**config.mk**
```make
export PLATFORM = sky130hd
export DESIGN_NAME = game_cmd_gen
export DESIGN_NICKNAME = d
export VERILOG_FILES = /design/src/rtl/game_pkg.sv /design/src/rtl/btn_debounce.sv /design/src/rtl/game_cmd_gen.sv
export SDC_FILE = /design/constraint.sdc
export NUM_CORES = 1
export LEC_CHECK = 0
export BUFFER_PORTS_ARGS = -buffer_cell sky130_fd_sc_hd__buf_2
export CORE_MARGIN = 2
export CORE_UTILIZATION = 50
export CTS_CLUSTER_SIZE = 30
export DETAILED_ROUTE_END_ITERATION = 16
export PLACE_DENSITY = 0.66
export SYNTH_ARGS = -nofsm -noshare
export SYNTH_HDL_FRONTEND = slang
export SYNTH_SLANG_ARGS = --single-unit
```
**constraint.sdc**
```tcl
create_clock -name clk -period 3.17 [get_ports clk]
set_input_delay 0.634 -clock clk [delete_from_list [all_inputs] [get_ports clk]]
set_output_delay 0.634 -clock clk [all_outputs]
set_load 0.02 [all_outputs]
```
**src/rtl/game_pkg.sv**
```systemverilog
// rtl/game_pkg.sv - shared command indices, timing defaults and state encodings for the game front end
package game_pkg;

  localparam int CMD_CONTINUE = 0;
  localparam int CMD_PAUSE    = 1;
  localparam int CMD_ESC      = 2;
  localparam int CMD_RESTART  = 3;
  localparam int CMD_NUM      = 4;

  localparam int DEF_DEBOUNCE_CYCLES = 2000000;
  localparam int DEF_LOCKOUT_CYCLES  = 4;
  localparam int DEF_CNT_W           = 21;

  typedef enum logic [1:0] {
    CHOOSE  = 2'b00,
    PLAYING = 2'b01,
    PAUSE   = 2'b10,
    OVER    = 2'b11
  } game_state_e;

  // Collapse the FSM's one-hot enables into the shared state code; only meaningful when one-hot.
  function automatic game_state_e en_to_state(input logic choose_en, input logic playing_en,
                                              input logic pause_en, input logic over_en);
    game_state_e st;
    st = CHOOSE;
    if (playing_en) st = PLAYING;
    if (pause_en)   st = PAUSE;
    if (over_en)    st = OVER;
    if (choose_en)  st = CHOOSE;
    return st;
  endfunction

endpackage

```
**src/rtl/btn_debounce.sv**
```systemverilog
// rtl/btn_debounce.sv - two-flop synchroniser, stable-count debounce and rising-edge press detect
module btn_debounce
  import game_pkg::*;
#(
  parameter int DEBOUNCE_CYCLES = DEF_DEBOUNCE_CYCLES,
  parameter int CNT_W           = DEF_CNT_W
) (
  input  logic clk,
  input  logic rst,
  input  logic i_btn,
  output logic o_press
);

  logic             r_sync1;
  logic             r_sync2;
  logic             r_db;
  logic             r_db_prev;
  logic [CNT_W-1:0] r_cnt;

  // Bring the raw pin into the clock domain.
  always_ff @(posedge clk or posedge rst) begin
    if (rst) begin
      r_sync1 <= 1'b0;
      r_sync2 <= 1'b0;
    end else begin
      r_sync1 <= i_btn;
      r_sync2 <= r_sync1;
    end
  end

  // Accept a new level only after it has differed from the debounced level for DEBOUNCE_CYCLES cycles.
  always_ff @(posedge clk or posedge rst) begin
    if (rst) begin
      r_db  <= 1'b0;
      r_cnt <= '0;
    end else if (r_sync2 == r_db) begin
      r_cnt <= '0;
    end else if (r_cnt == CNT_W'(DEBOUNCE_CYCLES - 1)) begin
      r_db  <= r_sync2;
      r_cnt <= '0;
    end else begin
      r_cnt <= r_cnt + 1'b1;
    end
  end

  // Remember last debounced level so a held button yields a single press.
  always_ff @(posedge clk or posedge rst) begin
    if (rst) r_db_prev <= 1'b0;
    else     r_db_prev <= r_db;
  end

  assign o_press = r_db & ~r_db_prev;

endmodule

```
**src/rtl/game_cmd_gen.sv**
```systemverilog
// rtl/game_cmd_gen.sv - button-to-command front end for the game FSM; GAME_CMD_CNT_EN adds cmd_cnt
module game_cmd_gen
  import game_pkg::*;
#(
  parameter int DEBOUNCE_CYCLES = DEF_DEBOUNCE_CYCLES,
  parameter int LOCKOUT_CYCLES  = DEF_LOCKOUT_CYCLES,
  parameter int CNT_W           = DEF_CNT_W
) (
  input  logic       clk,
  input  logic       rst,
  input  logic       btn_confirm,
  input  logic       btn_pause,
  input  logic       choose_en,
  input  logic       playing_en,
  input  logic       pause_en,
  input  logic       over_en,
  output logic       cmd_continue,
  output logic       cmd_pause,
  output logic       cmd_esc_pause,
  output logic       cmd_restart
`ifdef GAME_CMD_CNT_EN
  ,
  output logic [7:0] cmd_cnt
`endif
);

  logic               w_press_confirm;
  logic               w_press_pause;
  logic               w_en_ok;
  game_state_e        w_state;
  logic [CMD_NUM-1:0] w_cmd_next;
  logic               w_issue;
  logic [CMD_NUM-1:0] r_cmd;
  logic [CNT_W-1:0]   r_lock;

  btn_debounce #(.DEBOUNCE_CYCLES(DEBOUNCE_CYCLES), .CNT_W(CNT_W)) u_db_confirm (
    .clk     (clk),
    .rst     (rst),
    .i_btn   (btn_confirm),
    .o_press (w_press_confirm)
  );

  btn_debounce #(.DEBOUNCE_CYCLES(DEBOUNCE_CYCLES), .CNT_W(CNT_W)) u_db_pause (
    .clk     (clk),
    .rst     (rst),
    .i_btn   (btn_pause),
    .o_press (w_press_pause)
  );

  assign w_en_ok = $onehot({choose_en, playing_en, pause_en, over_en});

  // Decode a press against the current state; confirm pre-empts pause, and lockout or a bad enable set drops everything.
  always_comb begin
    w_cmd_next = '0;
    w_state    = en_to_state(choose_en, playing_en, pause_en, over_en);
    if (w_en_ok && (r_lock == '0)) begin
      if (w_press_confirm) begin
        case (w_state)
          CHOOSE:  w_cmd_next[CMD_CONTINUE] = 1'b1;
          PAUSE:   w_cmd_next[CMD_ESC]      = 1'b1;
          OVER:    w_cmd_next[CMD_RESTART]  = 1'b1;
          default: ;
        endcase
      end else if (w_press_pause) begin
        case (w_state)
          PLAYING: w_cmd_next[CMD_PAUSE]    = 1'b1;
          PAUSE:   w_cmd_next[CMD_ESC]      = 1'b1;
          default: ;
        endcase
      end
    end
  end

  assign w_issue = |w_cmd_next;

  // Register the command so each pulse is a clean single cycle.
  always_ff @(posedge clk or posedge rst) begin
    if (rst) r_cmd <= '0;
    else     r_cmd <= w_cmd_next;
  end

  // Hold off new presses until the FSM has settled into the state the last command selected.
  always_ff @(posedge clk or posedge rst) begin
    if (rst)                r_lock <= '0;
    else if (w_issue)       r_lock <= CNT_W'(LOCKOUT_CYCLES);
    else if (r_lock != '0)  r_lock <= r_lock - 1'b1;
  end

  assign cmd_continue  = r_cmd[CMD_CONTINUE];
  assign cmd_pause     = r_cmd[CMD_PAUSE];
  assign cmd_esc_pause = r_cmd[CMD_ESC];
  assign cmd_restart   = r_cmd[CMD_RESTART];

`ifdef GAME_CMD_CNT_EN
  logic [7:0] r_cmd_cnt;

  // Count issued commands for the debug display; wraps naturally at 8 bits.
  always_ff @(posedge clk or posedge rst) begin
    if (rst)          r_cmd_cnt <= '0;
    else if (w_issue) r_cmd_cnt <= r_cmd_cnt + 8'd1;
  end

  assign cmd_cnt = r_cmd_cnt;
`endif

endmodule

```
After elaboration in Yosys (flattened, before gate mapping)
Index checks and enable logic that the tools add are counted.
{"block": "word_totals", "regBits": 75, "input_bits": 8}
{"block": "classes", "mux": 20, "n_eq_ne": 8, "reduce_logical": 8, "bitwise_logic": 6, "add_sub_neg": 6}
{"op": "$mux W21", "count": 6}
{"op": "$add A21 B1 Y21 const B", "count": 2}
{"op": "$eq A21 B21 Y1 const B", "count": 2}
{"op": "$logic_not A21 Y1", "count": 1}
{"op": "$reduce_bool A21 Y1", "count": 1}
{"op": "$sub A21 B1 Y21 const B", "count": 1}
{"op": "$mux W1", "count": 9}
{"op": "$mux W2", "count": 4}
{"op": "$add A1 B1 Y2", "count": 2}
{"op": "$eq A2 B2 Y1 const B", "count": 2}
{"op": "$mux W4", "count": 1}
{"op": "$not A1 Y1", "count": 4}
{"op": "$reduce_and A2 Y1", "count": 2}
{"op": "$reduce_or A4 Y1", "count": 1}
{"op": "$add A2 B2 Y3", "count": 1}
{"op": "$eq A3 B1 Y1 const B", "count": 1}
{"op": "$and A1 B1 Y1", "count": 2}
{"op": "$eq A1 B1 Y1", "count": 2}
{"op": "$eq A2 B1 Y1 const B", "count": 1}
{"op": "$logic_not A2 Y1", "count": 1}
{"op": "$reduce_bool A2 Y1", "count": 1}
{"op": "$logic_and A1 B1 Y1", "count": 1}

Longest topological paths before layout
{"block": "logic_depth", "word_depth": 11, "ltp_mapped": 8, "ltp_nobuf": 8}

By module
Synthesis repeated with hierarchy kept, for this count alone.
{"block": "unflattened", "cells_unflattened": 370, "hier_area_um2": 3829.9}
{"module": "btn_debounce", "cells_each": 122, "seq_area_each_um2": 625.6, "area_per_inst_um2": 1246.2, "instances": 2}
{"module": "game_cmd_gen", "cells_each": 126, "seq_area_each_um2": 625.6, "area_per_inst_um2": 1337.5, "instances": 1}

Worst setup path after synthesis
No wires, ideal clock.
{"block": "synth_path", "path_type": "in2reg", "startpoint": "input port choose_en", "endpoint": "register r_lock[0]", "slack_ns": 0.664, "cell_stages": 8, "t_arrival_ns": 2.386, "setup_time_ns": 0.120, "path_cell_list": "inv_1 -> fa_1 -> inv_1 -> ha_1 -> ha_1 -> nor3b_1 -> o221ai_1 -> a31o_1"}
{"block": "synth_via", "elab_chain_len": 8}
{"item": "from (decl)", "line_no": "game_cmd_gen.sv:13", "rtl": "input logic choose_en,"}
{"item": "parallel branches: the longest is 5 deep, another holds $add A2 B2 Y3"}
{"item": "$mux W4 *", "line_no": "game_cmd_gen.sv:56", "rtl": "if (w_en_ok && (r_lock == '0)) begin"}
{"item": "$reduce_or A4 Y1 *", "line_no": "game_cmd_gen.sv:74", "rtl": "assign w_issue = |w_cmd_next;"}
{"item": "$mux W21 or $reduce_bool A2 Y1 (tied branches)"}
{"item": "to (signal assigned)", "line_no": "game_cmd_gen.sv:85", "rtl": "else if (w_issue) r_lock <= CNT_W'(LOCKOUT_CYCLES);"}
{"item": "to (signal assigned)", "line_no": "game_cmd_gen.sv:86", "rtl": "else if (r_lock != '0) r_lock <= r_lock - 1'b1;"}
{"item": "to (decl)", "line_no": "game_cmd_gen.sv:34", "rtl": "logic [CNT_W-1:0] r_lock;"}
Mark *: on every way between the ends.
A chain may end at the register's enable or synchronous reset.

Worst setup path after layout
{"block": "layout_path", "startpoint": "input port choose_en", "endpoint": "register r_lock[1]"}
Same word-level chain as after synthesis.

==> report_table.html <==
<table>
<tr><th>Metric</th><th>Value</th></tr>
<tr><th colspan="2">Status</th></tr>
<tr><td>Status</td><td>finished clean</td></tr>
<tr><th colspan="2">Route</th></tr>
<tr><td>Drt first-iter violations</td><td>~130</td></tr>
<tr><td>Total DRC errors in the routed layout</td><td>0</td></tr>
<tr><td>DR vias/cell</td><td>5.67</td></tr>
<tr><td>Final wirelength</td><td>about 6900 microns</td></tr>
<tr><td>Final antenna-violating net count</td><td>0</td></tr>
<tr><td>Pre-antenna DRT Iters</td><td>5</td></tr>
<tr><td>Detailed-route wire length per cell</td><td>~14 microns</td></tr>
<tr><td>Via count</td><td>roughly 2700</td></tr>
<tr><th colspan="2">Critical path</th></tr>
<tr><td>Crit-path leading delay family</td><td>adder cells</td></tr>
<tr><td>Worst r2r dst</td><td>u_db_confirm.r_cnt[3]$_DFF_PP0_</td></tr>
<tr><td>Setup slack of the most critical reg-to-reg path</td><td>between 1 and 1.5 ns</td></tr>
<tr><td>Cells traversed along the worst timing path</td><td>buf_2 &gt; inv_1 &gt; fa_1 &gt; inv_1 &gt; ha_1 &gt; ha_1 &gt; nor3b_1 &gt; o221ai_1 &gt; a31o_1</td></tr>
<tr><td>Critical path buffer and inverter count</td><td>3</td></tr>
<tr><td>Critical path arrival</td><td>2.70 ns</td></tr>
<tr><td>Crit path capture</td><td>r_lock[1]$_DFFE_PP0P_</td></tr>
<tr><td>Start point of the critical path</td><td>choose_en</td></tr>
<tr><td>Setup CP Type</td><td>input pin to flop</td></tr>
<tr><td>Endpoint type of the worst setup path</td><td>flop</td></tr>
<tr><td>Required time of the worst setup path</td><td>between 3 and 4 ns</td></tr>
<tr><td>WP depth</td><td>9</td></tr>
<tr><td>Largest stage delay on the critical path</td><td>roughly 0.55 ns</td></tr>
<tr><td>Highest fanout seen on the critical path</td><td>5</td></tr>
<tr><td>Start of the worst register-to-register path</td><td>u_db_confirm.r_cnt[2]$_DFF_PP0_</td></tr>
<tr><td>Setup crit start kind</td><td>input pin</td></tr>
<tr><td>Cells on worst reg2reg path</td><td>5</td></tr>
<tr><td>Slowest cell on crit path</td><td>sky130_fd_sc_hd__fa_1</td></tr>
<tr><th colspan="2">Die</th></tr>
<tr><td>Boundary Pins</td><td>12</td></tr>
<tr><td>Vertical die dimension</td><td>between 90 and 100 microns</td></tr>
<tr><td>Core Region</td><td>around 7300 sq um</td></tr>
<tr><td>Std cell rows</td><td>31</td></tr>
<tr><td>Effective utilization at floorplan</td><td>0.520</td></tr>
<tr><td>DIE WIDTH</td><td>between 90 and 100 microns</td></tr>
<tr><td>Total Die Area</td><td>around 8300 sq um</td></tr>
<tr><th colspan="2">Pwr</th></tr>
<tr><td>Max VDD drop</td><td>approximately 0.00026 V</td></tr>
<tr><td>Proportion of total power due to net switching</td><td>0.232</td></tr>
<tr><td>Lkg Pwr</td><td>around 1.9 nW</td></tr>
<tr><td>Clock power share</td><td>0.403</td></tr>
<tr><td>Cell-internal power</td><td>1.34 mW</td></tr>
<tr><td>Power Dens Cells</td><td>around 420 nW/um^2</td></tr>
<tr><td>Combinational cell fraction of total power</td><td>0.041</td></tr>
<tr><td>Switching pwr</td><td>approximately 0.41 mW</td></tr>
<tr><td>Relative contribution of sequential cells to total power</td><td>0.555</td></tr>
<tr><th colspan="2">Timing</th></tr>
<tr><td>Maximum operating frequency</td><td>~0.4 GHz</td></tr>
<tr><td>Worst Hold Margin</td><td>0.363 ns</td></tr>
<tr><td>Final period util</td><td>0.776</td></tr>
<tr><td>Slew HR</td><td>0.461</td></tr>
<tr><td>RSZ-0062 raised after global routing</td><td>no</td></tr>
<tr><td>Post-layout min period</td><td>between 2 and 2.5 ns</td></tr>
<tr><td>Setup total negative slack</td><td>0 ns</td></tr>
<tr><td>Actual slew at the worst max-slew pin</td><td>roughly 0.81 ns</td></tr>
<tr><td>Final hold viol count</td><td>0</td></tr>
<tr><td>Final slew viol count</td><td>0</td></tr>
<tr><td>Setup Skew</td><td>approximately 0.0056 ns</td></tr>
<tr><td>Count of endpoints failing setup in the final report</td><td>0</td></tr>
<tr><th colspan="2">Final layout</th></tr>
<tr><td>Total number of nets in the final design</td><td>around 390</td></tr>
<tr><td>Final standard cell utilization of the core</td><td>0.565</td></tr>
<tr><td>Area delta synth-&gt;final</td><td>8.77%</td></tr>
<tr><td>Ratio of cells with drive above 1 in the final layout</td><td>0.120</td></tr>
<tr><td>Number of antenna cells inserted</td><td>0</td></tr>
<tr><th colspan="2">Placement</th></tr>
<tr><td>Final Wtd Congestion</td><td>between 0.7 and 0.8</td></tr>
<tr><td>IO buf count</td><td>11</td></tr>
<tr><td>Half-perimeter wire length of the detailed placement result</td><td>around 4800 microns</td></tr>
<tr><th colspan="2">Clock network</th></tr>
<tr><td>Root buffer cell</td><td>sky130_fd_sc_hd__clkbuf_8</td></tr>
<tr><td>Post-cts resize count</td><td>0</td></tr>
<tr><td>TritonCTS clock tree</td><td>built</td></tr>
<tr><td>Clock latency of the later-clocked register in the worst-skew pair</td><td>~0.35 ns</td></tr>
<tr><td>Clock sink count</td><td>75</td></tr>
<tr><td>Buffer depth of the longest clock path</td><td>2</td></tr>
<tr><td>Clock slew seen by the registers of the worst setup and hold paths</td><td>around 0.080 ns</td></tr>
<tr><td>Post-CTS setup-driven buffer insertion count</td><td>0</td></tr>
<tr><td>Number of H-tree levels</td><td>3</td></tr>
<tr><td>Number of buffers inserted by hold repair at cts</td><td>0</td></tr>
<tr><td>Number of clock buffers inserted by TritonCTS</td><td>9</td></tr>
<tr><th colspan="2">Yosys</th></tr>
<tr><td>Unique cell type count in the Yosys netlist</td><td>51</td></tr>
<tr><td>Syn nets</td><td>380</td></tr>
<tr><td>Mapped Avg Cell Area</td><td>between 10 and 15 sq um</td></tr>
<tr><td>Sequential share of the synthesized area</td><td>0.493</td></tr>
<tr><td>YS warnings</td><td>0</td></tr>
<tr><td>Synth async-reset ratio</td><td>1.00</td></tr>
<tr><td>Count of mapped cells out of synthesis</td><td>between 300 and 400</td></tr>
<tr><td>Most common flop cell mapped by yosys</td><td>sky130_fd_sc_hd__dfrtp_1</td></tr>
<tr><td>Total standard cell area after synthesis</td><td>about 3800 sq um</td></tr>
<tr><td>Count of state elements after synthesis</td><td>75</td></tr>
<tr><td>Count of flip-flops with a built-in enable after synthesis</td><td>0</td></tr>
<tr><th colspan="2">Global routing</th></tr>
<tr><td>Remaining global-route overflow</td><td>0</td></tr>
<tr><td>Overall Global Routing Usage</td><td>0.184</td></tr>
<tr><td>Largest net degree at the start of global routing</td><td>40</td></tr>
<tr><td>Vias in the first global route</td><td>between 2000 and 3000</td></tr>
<tr><td>First-pass GRT wire length</td><td>about 12000 microns</td></tr>
<tr><td>Initial antenna violation count</td><td>0</td></tr>
<tr><th colspan="2">Flow run</th></tr>
<tr><td># Max-Cap Violations</td><td>0</td></tr>
<tr><th colspan="2">Hold path</th></tr>
<tr><td>Path category of the worst min-delay check</td><td>flop to flop</td></tr>
</table>
## power by group through the flow
stage	combinational, mW	sequential [mW]	clock [mW]
after floorplan	0.0511	0.989	0
after global placement	0.0717	0.990	0
after detailed placement	0.0751	0.991	0
after CTS	0.0754	0.972	0.726
after global routing	0.0863	0.973	0.771
final	0.0725	0.972	0.706
## worst register-to-register path, stage by stage (launching register included)
cell	delay (ns)
sky130_fd_sc_hd__dfrtp_1	0.42
sky130_fd_sc_hd__and4_1	0.41
sky130_fd_sc_hd__nand2_1	0.18
sky130_fd_sc_hd__o41ai_2	0.59
sky130_fd_sc_hd__buf_4	0.32
sky130_fd_sc_hd__nor2_1	0.08
## metal layers
layer,part of all wire,track usage,up-vias
met5,0,0,-
met4,0.029,0.0997,0
met3,0.026,0.0307,15
met2,0.45,0.276,44
met1,0.49,0.254,1309
li1,-,-,1363
## metrics by stage
stage	total power, mW	cell area, sq um	instances	setup slack (ns)
global route	1.83	4140	482	0.576
finish	1.75	4140	482	0.710
detailed placement	1.07	3960	467	0.351
global placement	1.06	3960	467	0.437
CTS	1.77	4140	482	0.717
floorplan	1.04	3810	365	0.626
## cells in the mapped netlist, drive strengths merged, types with 4 or more instances
master   n  area (sq um)
or4      8          60.1
nor4    13           121
nand3   24           130
a21oi   16          80.1
and2     4          25.0
and4     6          52.6
inv     17          63.8
and3     6          37.5
nor3    10          65.1
nand2   15          56.3
dfrtp   75          1880
or3      8          50.1
o31ai   10          75.1
nor2    37           139
o21ai   13          65.1
nand4   14           115
ha       6          75.1
xor2    18           158
nand2b   4          25.0
xnor2   21           184
buf      8          47.5
## layout make-up
type	instances	area, sq um
clock inverter	5	55.1
inverter	17	63.8
tap	99	124
timing repair buffer	13	82.6
multi-input combinational	263	1810
fill	625	3190
sequential	75	1880
clock buffer	10	128
## worst min path at each step
stage | startpoint | to | slack, ns | depth (start not counted)
2_1_floorplan | u_db_confirm.r_sync1$_DFF_PP0_ | u_db_confirm.r_sync2$_DFF_PP0_ | 0.33 | 0
3_3_place_gp | u_db_confirm.r_sync1$_DFF_PP0_ | u_db_confirm.r_sync2$_DFF_PP0_ | 0.33 | 0
3_5_place_dp | u_db_confirm.r_sync1$_DFF_PP0_ | u_db_confirm.r_sync2$_DFF_PP0_ | 0.34 | 0
4_1_cts | u_db_pause.r_sync1$_DFF_PP0_ | u_db_pause.r_sync2$_DFF_PP0_ | 0.36 | 0
5_1_grt | btn_confirm | u_db_confirm.r_sync1$_DFF_PP0_ | 0.37 | 1
6_report | u_db_pause.r_sync1$_DFF_PP0_ | u_db_pause.r_sync2$_DFF_PP0_ | 0.36 | 0
## cells by family (layout without fill, tap and decap cells)
group	after synthesis	in the layout	share of synthesized area
AO/OA/AOI/OAI	54	54	0.0966
XOR/XNOR	39	39	0.0897
adder cells (fa/ha/maj)	7	7	0.0250
buffers and inverters	27	45	0.0312
flip-flops	75	75	0.493
multiplexers	4	4	0.0112
AND/OR/NAND/NOR	159	159	0.254
## state kept, by name, indices dropped and copies added (netlist names), 4 cells and up
| register | count |
|---|---|
| r_cmd | 4 |
| r_lock | 21 |
| u_db_confirm.r_cnt | 21 |
| u_db_pause.r_cnt | 21 |
## cell usage in the layout (no fill, tap or decap), types with 10 or more instances in the layout
master                    count
sky130_fd_sc_hd__a21oi_1     16
sky130_fd_sc_hd__nand2_1     15
sky130_fd_sc_hd__nand4_1     11
sky130_fd_sc_hd__dfrtp_1     75
sky130_fd_sc_hd__o31ai_1     10
sky130_fd_sc_hd__xor2_1      18
sky130_fd_sc_hd__nand3_1     22
sky130_fd_sc_hd__nor2_1      37
sky130_fd_sc_hd__xnor2_1     21
sky130_fd_sc_hd__inv_1       16
sky130_fd_sc_hd__buf_2       11
Power figures use the tool's default switching activity.
